==> src/rtl/instr_cache.sv <==
// Direct-mapped, read-only L1 instruction cache.
// Hits are answered combinationally in the same cycle the fetch address
// is presented. Misses fill a whole 32-byte line from physical memory
// through a two-state IDLE/FETCH controller. A flush pulse invalidates
// every line at the next edge.
module instr_cache #(
    parameter int S_INDEX = 3
) (
    input  logic         clk,
    input  logic         rst_n,
    input  logic [31:0]  imem_address,
    output logic [31:0]  imem_rdata,
    output logic         imem_resp,
    input  logic         flush,
    output logic         pmem_read,
    output logic [31:0]  pmem_address,
    input  logic [255:0] pmem_rdata,
    input  logic         pmem_resp
);

    localparam int LINES = 1 << S_INDEX;
    localparam int TAG_W = 27 - S_INDEX;

    typedef enum logic {
        IDLE,
        FETCH
    } state_t;

    state_t state, state_next;

    logic [LINES-1:0] valid_q;
    logic [TAG_W-1:0] tag_q  [LINES];
    logic [255:0]     data_q [LINES];

    logic [31:0]        fill_address_q;
    logic               flush_seen_q;

    logic [S_INDEX-1:0] req_index;
    logic [TAG_W-1:0]   req_tag;
    logic [S_INDEX-1:0] fill_index;
    logic [TAG_W-1:0]   fill_tag;
    logic [7:0]         word_lsb;
    logic               tag_match;
    logic               start_fill;
    logic               fill_done;

    assign req_index  = imem_address[5 +: S_INDEX];
    assign req_tag    = imem_address[31 -: TAG_W];
    assign fill_index = fill_address_q[5 +: S_INDEX];
    assign fill_tag   = fill_address_q[31 -: TAG_W];
    assign word_lsb   = {imem_address[4:2], 5'b00000};

    assign tag_match    = valid_q[req_index] && (tag_q[req_index] == req_tag);
    assign imem_rdata   = data_q[req_index][word_lsb +: 32];
    assign pmem_address = fill_address_q;

    // State register; an asynchronous reset drops FETCH (and pmem_read) at once.
    // NOTE: sequential state uses non-blocking assignments so every register
    // samples the pre-edge values, independent of block evaluation order.
    always_ff @(posedge clk or negedge rst_n) begin
        if (!rst_n) begin
            state <= IDLE;
        end else begin
            state <= state_next;
        end
    end

    // Next-state and handshake decode: hit/miss in IDLE, wait for the fill in FETCH.
    // NOTE: every output of this block is given a default first, so no path
    // leaves a signal unassigned and no latch is inferred.
    always_comb begin
        state_next = state;
        imem_resp  = 1'b0;
        pmem_read  = 1'b0;
        start_fill = 1'b0;
        fill_done  = 1'b0;
        case (state)
            IDLE: begin
                // A flush cycle neither hits nor starts a fill.
                if (!flush) begin
                    if (tag_match) begin
                        imem_resp = 1'b1;
                    end else begin
                        start_fill = 1'b1;
                        state_next = FETCH;
                    end
                end
            end
            FETCH: begin
                // Flush does not abort the bus transaction already in flight.
                pmem_read = 1'b1;
                if (pmem_resp) begin
                    fill_done  = 1'b1;
                    state_next = IDLE;
                end
            end
        endcase
    end

    // Latch the line-aligned miss address and remember flushes seen during a fill.
    always_ff @(posedge clk or negedge rst_n) begin
        if (!rst_n) begin
            fill_address_q <= '0;
            flush_seen_q   <= 1'b0;
        end else begin
            if (start_fill) begin
                fill_address_q <= {imem_address[31:5], 5'b00000};
                flush_seen_q   <= 1'b0;
            end else if (state == FETCH && flush) begin
                flush_seen_q   <= 1'b1;
            end
        end
    end

    // Valid bits: set by a clean fill, cleared wholesale by flush (flush wins).
    always_ff @(posedge clk or negedge rst_n) begin
        if (!rst_n) begin
            valid_q <= '0;
        end else begin
            if (fill_done && !flush && !flush_seen_q) begin
                valid_q[fill_index] <= 1'b1;
            end
            if (flush) begin
                valid_q <= '0;
            end
        end
    end

    // Tag and data storage written on fill completion at the latched index.
    // NOTE: tag/data arrays carry no reset; the reset valid bits alone make
    // their power-up contents unobservable, and this keeps them plain RAM.
    always_ff @(posedge clk) begin
        if (fill_done) begin
            tag_q[fill_index]  <= fill_tag;
            data_q[fill_index] <= pmem_rdata;
        end
    end

endmodule

==> config.mk <==
export PLATFORM = sky130hd
export DESIGN_NAME = instr_cache
export DESIGN_NICKNAME = d
export VERILOG_FILES = /design/src/rtl/instr_cache.sv
export SDC_FILE = /design/constraint.sdc
export NUM_CORES = 2
export LEC_CHECK = 0
export CORE_MARGIN = 5
export CORE_UTILIZATION = 50
export DETAILED_ROUTE_END_ITERATION = 8
export HOLD_SLACK_MARGIN = 0.02
export PLACE_DENSITY = 0.72
export SLEW_MARGIN = 10
export SYNTH_ARGS = -nofsm -noshare
export SYNTH_HDL_FRONTEND = slang
export SYNTH_SLANG_ARGS = --single-unit
==> constraint.sdc <==
create_clock -name clk -period 27.2 [get_ports clk]
set_clock_uncertainty 0.15 [all_clocks]
set_input_delay 2.72 -clock clk [delete_from_list [all_inputs] [get_ports clk]]
set_output_delay 2.72 -clock clk [all_outputs]
set_load 0.05 [all_outputs]
# After elaboration in Yosys (flattened, before gate mapping)
# Memories as Yosys holds them, arrays and structs flattened.
# Cells that the tools add are included.
# word_totals
n_memories	2
ram_bits	2240
inputBits	292
latch_bits	0
reg_bits	37
elab_cells	43
mem_bits_ro	0
out_inout_bits	66
# memory_table
name	words	word_bits	rd	rd_clocked_by_memory_dff	write_ports	line	rtl
data_q	8	256	1	0	1	33	logic [255:0] data_q [LINES];
tag_q	8	24	1	0	1	32	logic [TAG_W-1:0] tag_q [LINES];
# classes
n_reduce_logical	9
mux	21
div_mod_pow	0
multipliers	0
n_eq_ne	1
add_sub_neg	0
n_lt_le_gt_ge	3
n_bitwise	2
shift	1
# op_table
operator	n
variable part select 256 x 9 -> 32 bit	1
== test 24 bit	1
2-to-1 mux 1 bit	16
2-to-1 mux 8 bit	2
less-than comparator 3 x 4 -> 1 bit (second input constant)	2
OR 8 bit	1
logical AND 1 bit	5
nonzero test 2 bit	2
binary-select mux 1 bit (select 3 bit)	1
demux 1 bit (select 3 bit)	1
greater-or-equal comparator 3 x 1 -> 1 bit (second input constant)	1
zero test 1 bit	2
one-hot mux 1 bit (2 select lines)	1
inverter 1 bit	1

# Longest topological paths before layout
# logic_depth
word_depth	7
ltp_mapped	12
ltp_nobuf	7

# Worst setup path before layout
# OpenSTA, ideal clock, no wires.
# synth_path
kind	in2reg
from	in pmem_resp
to	mem data_q[1][0], enable pin
setup_time_ns	1.262
path_buffers	0
path_stages	2
setup_slack_ns	4.032
t_arrival_ns	21.756
path_cell_list	nand3_1 > nor3_1
# synth_via
elab_chain_cells	4
# synth_rtl
item	line	rtl
start: declaration	18	input logic pmem_resp
2-to-1 mux 1 bit	92	if (pmem_resp) begin
2-to-1 mux 1 bit	77	case (state)
2-to-1 mux 1 bit	133	if (fill_done) begin
2-to-1 mux 1 bit (not written as such)	135	data_q[fill_index] <= pmem_rdata;
end: declaration	33	
# Every way passes these cells.

# Worst setup path after layout
# layout_path
from	in imem_address[5]
to	out imem_rdata[4]
# layout_via
elab_chain_cells	2
# layout_rtl
item	line	rtl
start: declaration	11	input logic [31:0] imem_address,
memory (8 x 256 bit)	-	
variable part select 256 x 9 -> 32 bit	54	assign imem_rdata = data_q[req_index][word_lsb +: 32];
end: declaration	12	output logic [31:0] imem_rdata,
# Every way passes these cells.

==> impl_metrics.ini <==
[run_status]
outcome = finished, final reports clean

[synth]
synth-simple-area-share = 0.00373
yosys.area_share.xor_xnor = 0.00111
synthAdderAreaFrac = 0
synth_compound_area_frac = 0.00473
yosys_warnings = 0
ys_ff_latch = 2277
synthFlopType = edfxtp_1
synth_top_family_by_area = multiplexers
synth_area_leaders = edfxtp_1, mux4_2, dfrtp_1, mux2i_1, buf_2
async_flop_share = 0.0162
yosysUniqueCellTypes = 37
synth.avg_cell_area_sq_um = 25.5
syn_area_sq_mm = 0.0865
synth_edf_count = 2240
ys_seq_area_frac = 0.788
syn_inst = 3388
synth_mux_area_frac = 0.193
synth_top_area_cell = edfxtp_1
synth.top_cell.area_share = 0.778

[clocking]
clkTransAtPathRegs_ps = 60
postCtsResizedCells = 0
cts_hold_buf = 0
h-tree-depth = 4
cts_root_buffer = clkbuf_16
cts_buffer_depth = 3
cts_tree = done
clk_latency_ps = 830
cts.sinks = 2277
cts_made_buffers = 217
postCtsSetupBuffers = 0

[worst_setup_path]
rr_endpoint = data_q[0][168]
crit_fanout = 73
required_ps = 24330
setup.worst_path.class = input pin to primary output
worst_setup_path_start_kind = input pin
reg2reg_slack_ps = 22290
critical_path_arrival_ps = 9060
r2r_cells = 6
cp-end-kind = primary output
regToRegStartpoint = pmem_address[5]

[global_routing]
grt_pass1_wl_um = 274000
grt_use_total = 0.208
grt_pass1_vias = 38900
antenna_found_initial = 94
overflow = 0
grt_max_degree = 143

[hold_path]
min_from = valid_q[6]
min_to = valid_q[6]
hold_depth = 2
hp-class = flop to flop

[detailed_routing]
via_per_inst = 5.93
firstDrtPassIters = 5
wl_um = 187000
vias = 37800
drc = 0
drt_iter0_drc = 3712
antenna_left = 0
wire_per_inst_um = 29.3

[die]
start_util = 0.503
coreArea_sq_mm = 0.172
placementRows = 152
dieHeight_um = 426
die_area_sq_mm = 0.181
die_w_um = 426
io_pins = 358

[sta]
fin_tns_setup_ps = 0
finalSetupViolCount = 0
report.final.slew_viol_count = 0
whs_ps = 343
fin_ws_ps = 15270
max_slew.worst_pin.slew_ps = 1090
finalCritPeriodShare = 0.439
hold_viol = 0
rsz0062_at_grt = false
slew_headroom = 0.276
fmax_mhz = 83.8
min_period_ps = 11930

[final_layout]
fillers = 12000
final_net_count = 4135
syn_to_final_growth_pct = 15.3
layout.cells.most_common_list = edfxtp_1, mux4_2, clkdlybuf4s50_1
final_common_cell = edfxtp_1
drive_above_1_share = 0.271
instances_no_fill = 6377

[power_and_ir_drop]
power_density_mw_per_mm2 = 75.5
peakVddDrop_uv = 53.9
leakagePower_nw = 31.0

[placement]
gp_congestion = 0.739
place_inst = 5934
place_ws_ps = 14940
dp_hpwl_um = 104000
io_buffers = 350

[run]
max_cap_viol_count = 0
worst max path at each step:
stage | start | end | slack, ps | depth (start not counted)
floorplan | pmem_resp | data_q[1][0] | 4030 | 2
global placement | imem_address[5] | imem_rdata[4] | 14910 | 9
detailed placement | imem_address[5] | imem_rdata[4] | 14940 | 9
CTS | imem_address[5] | imem_rdata[4] | 14940 | 9
global route | imem_address[5] | imem_rdata[4] | 14570 | 9
finish | imem_address[5] | imem_rdata[4] | 15270 | 9
Yosys cell counts, types with 2 or more instances:
| cell | instances |
|---|---|
| nand2_1 | 10 |
| buf_6 | 5 |
| buf_2 | 63 |
| xnor2_1 | 4 |
| o211ai_1 | 3 |
| and2_1 | 2 |
| mux2i_1 | 68 |
| mux2_4 | 8 |
| mux2_2 | 26 |
| nand2b_1 | 2 |
| nand3_1 | 4 |
| clkbuf_1 | 83 |
| dfrtp_1 | 37 |
| nor2b_1 | 6 |
| and3_1 | 8 |
| o21ai_0 | 11 |
| xor2_1 | 7 |
| buf_1 | 15 |
| edfxtp_1 | 2240 |
| nor3_1 | 2 |
| a22o_1 | 4 |
| a21o_1 | 3 |
| a31oi_1 | 3 |
| nor2_1 | 22 |
| a21oi_1 | 18 |
| mux4_2 | 691 |
| or3_1 | 2 |
| buf_4 | 12 |
| nor4_2 | 2 |
| a22oi_1 | 20 |
flip-flops by register name, summed over array words and instances, names as in the netlist:
signal,flops
tag_q,192
flush_seen_q,1
pmem_address,27
state,1
valid_q,8
data_q,2048
cell type report:
cell class / instances / area (sq um) / area share
inverters: 1 / 3.75 / 0.0000376
clock inverters: 128 / 1070 / 0.0107
diodes: 37 / 92.6 / 0.000928
clock buffers: 278 / 5800 / 0.0582
flip-flops and latches: 2277 / 68200 / 0.684
repair buffers: 410 / 4100 / 0.0411
well taps: 2310 / 2890 / 0.0290
multi-input cells: 936 / 17600 / 0.176
critical path, cell delays in order:
cell and delay (ps):
buf_8 580, buf_4 760, buf_4 750, buf_4 710
buf_4 890, mux4_2 610, mux4_2 590, mux4_2 490
clkdlybuf4s50_1 800
where the power goes:
part | internal [mW] | total (mW) | switching (mW)
clock | 1.64 | 2.88 | 1.25
sequential | 4.01 | 4.06 | 0.0475
combinational | 0.238 | 0.583 | 0.346
routing by layer:
metal / GRT usage / vias to the layer above / wire length [um]
met3: 0.0418 / 312 / 11700
met4: 0.0697 / 28 / 5440
li1: - / 15800 / -
met1: 0.289 / 20500 / 75300
met2: 0.336 / 1242 / 94100
met5: 0 / - / 179
metrics by stage:
stage               utilization  cell area [sq um]  power (mW)
floorplan                     -              86500        4.53
global placement          0.540              92800        4.71
global route              0.580              99700        7.79
finish                    0.580              99700        7.53
CTS                       0.580              99600        7.60
detailed placement        0.540              92800        4.73
logic make-up (layout without fill, tap and decap cells):
kind of cell / Yosys count / in the layout
DFF: 2277 / 2277
muxes: 793 / 793
buffers and inverters: 179 / 817
AOI/OAI and AO/OA: 64 / 64
and+or+nand+nor: 63 / 63
xor gates and xnor gates: 11 / 11
other: 1 / 42
No activity file was read; power rests on OpenSTA's default activity.
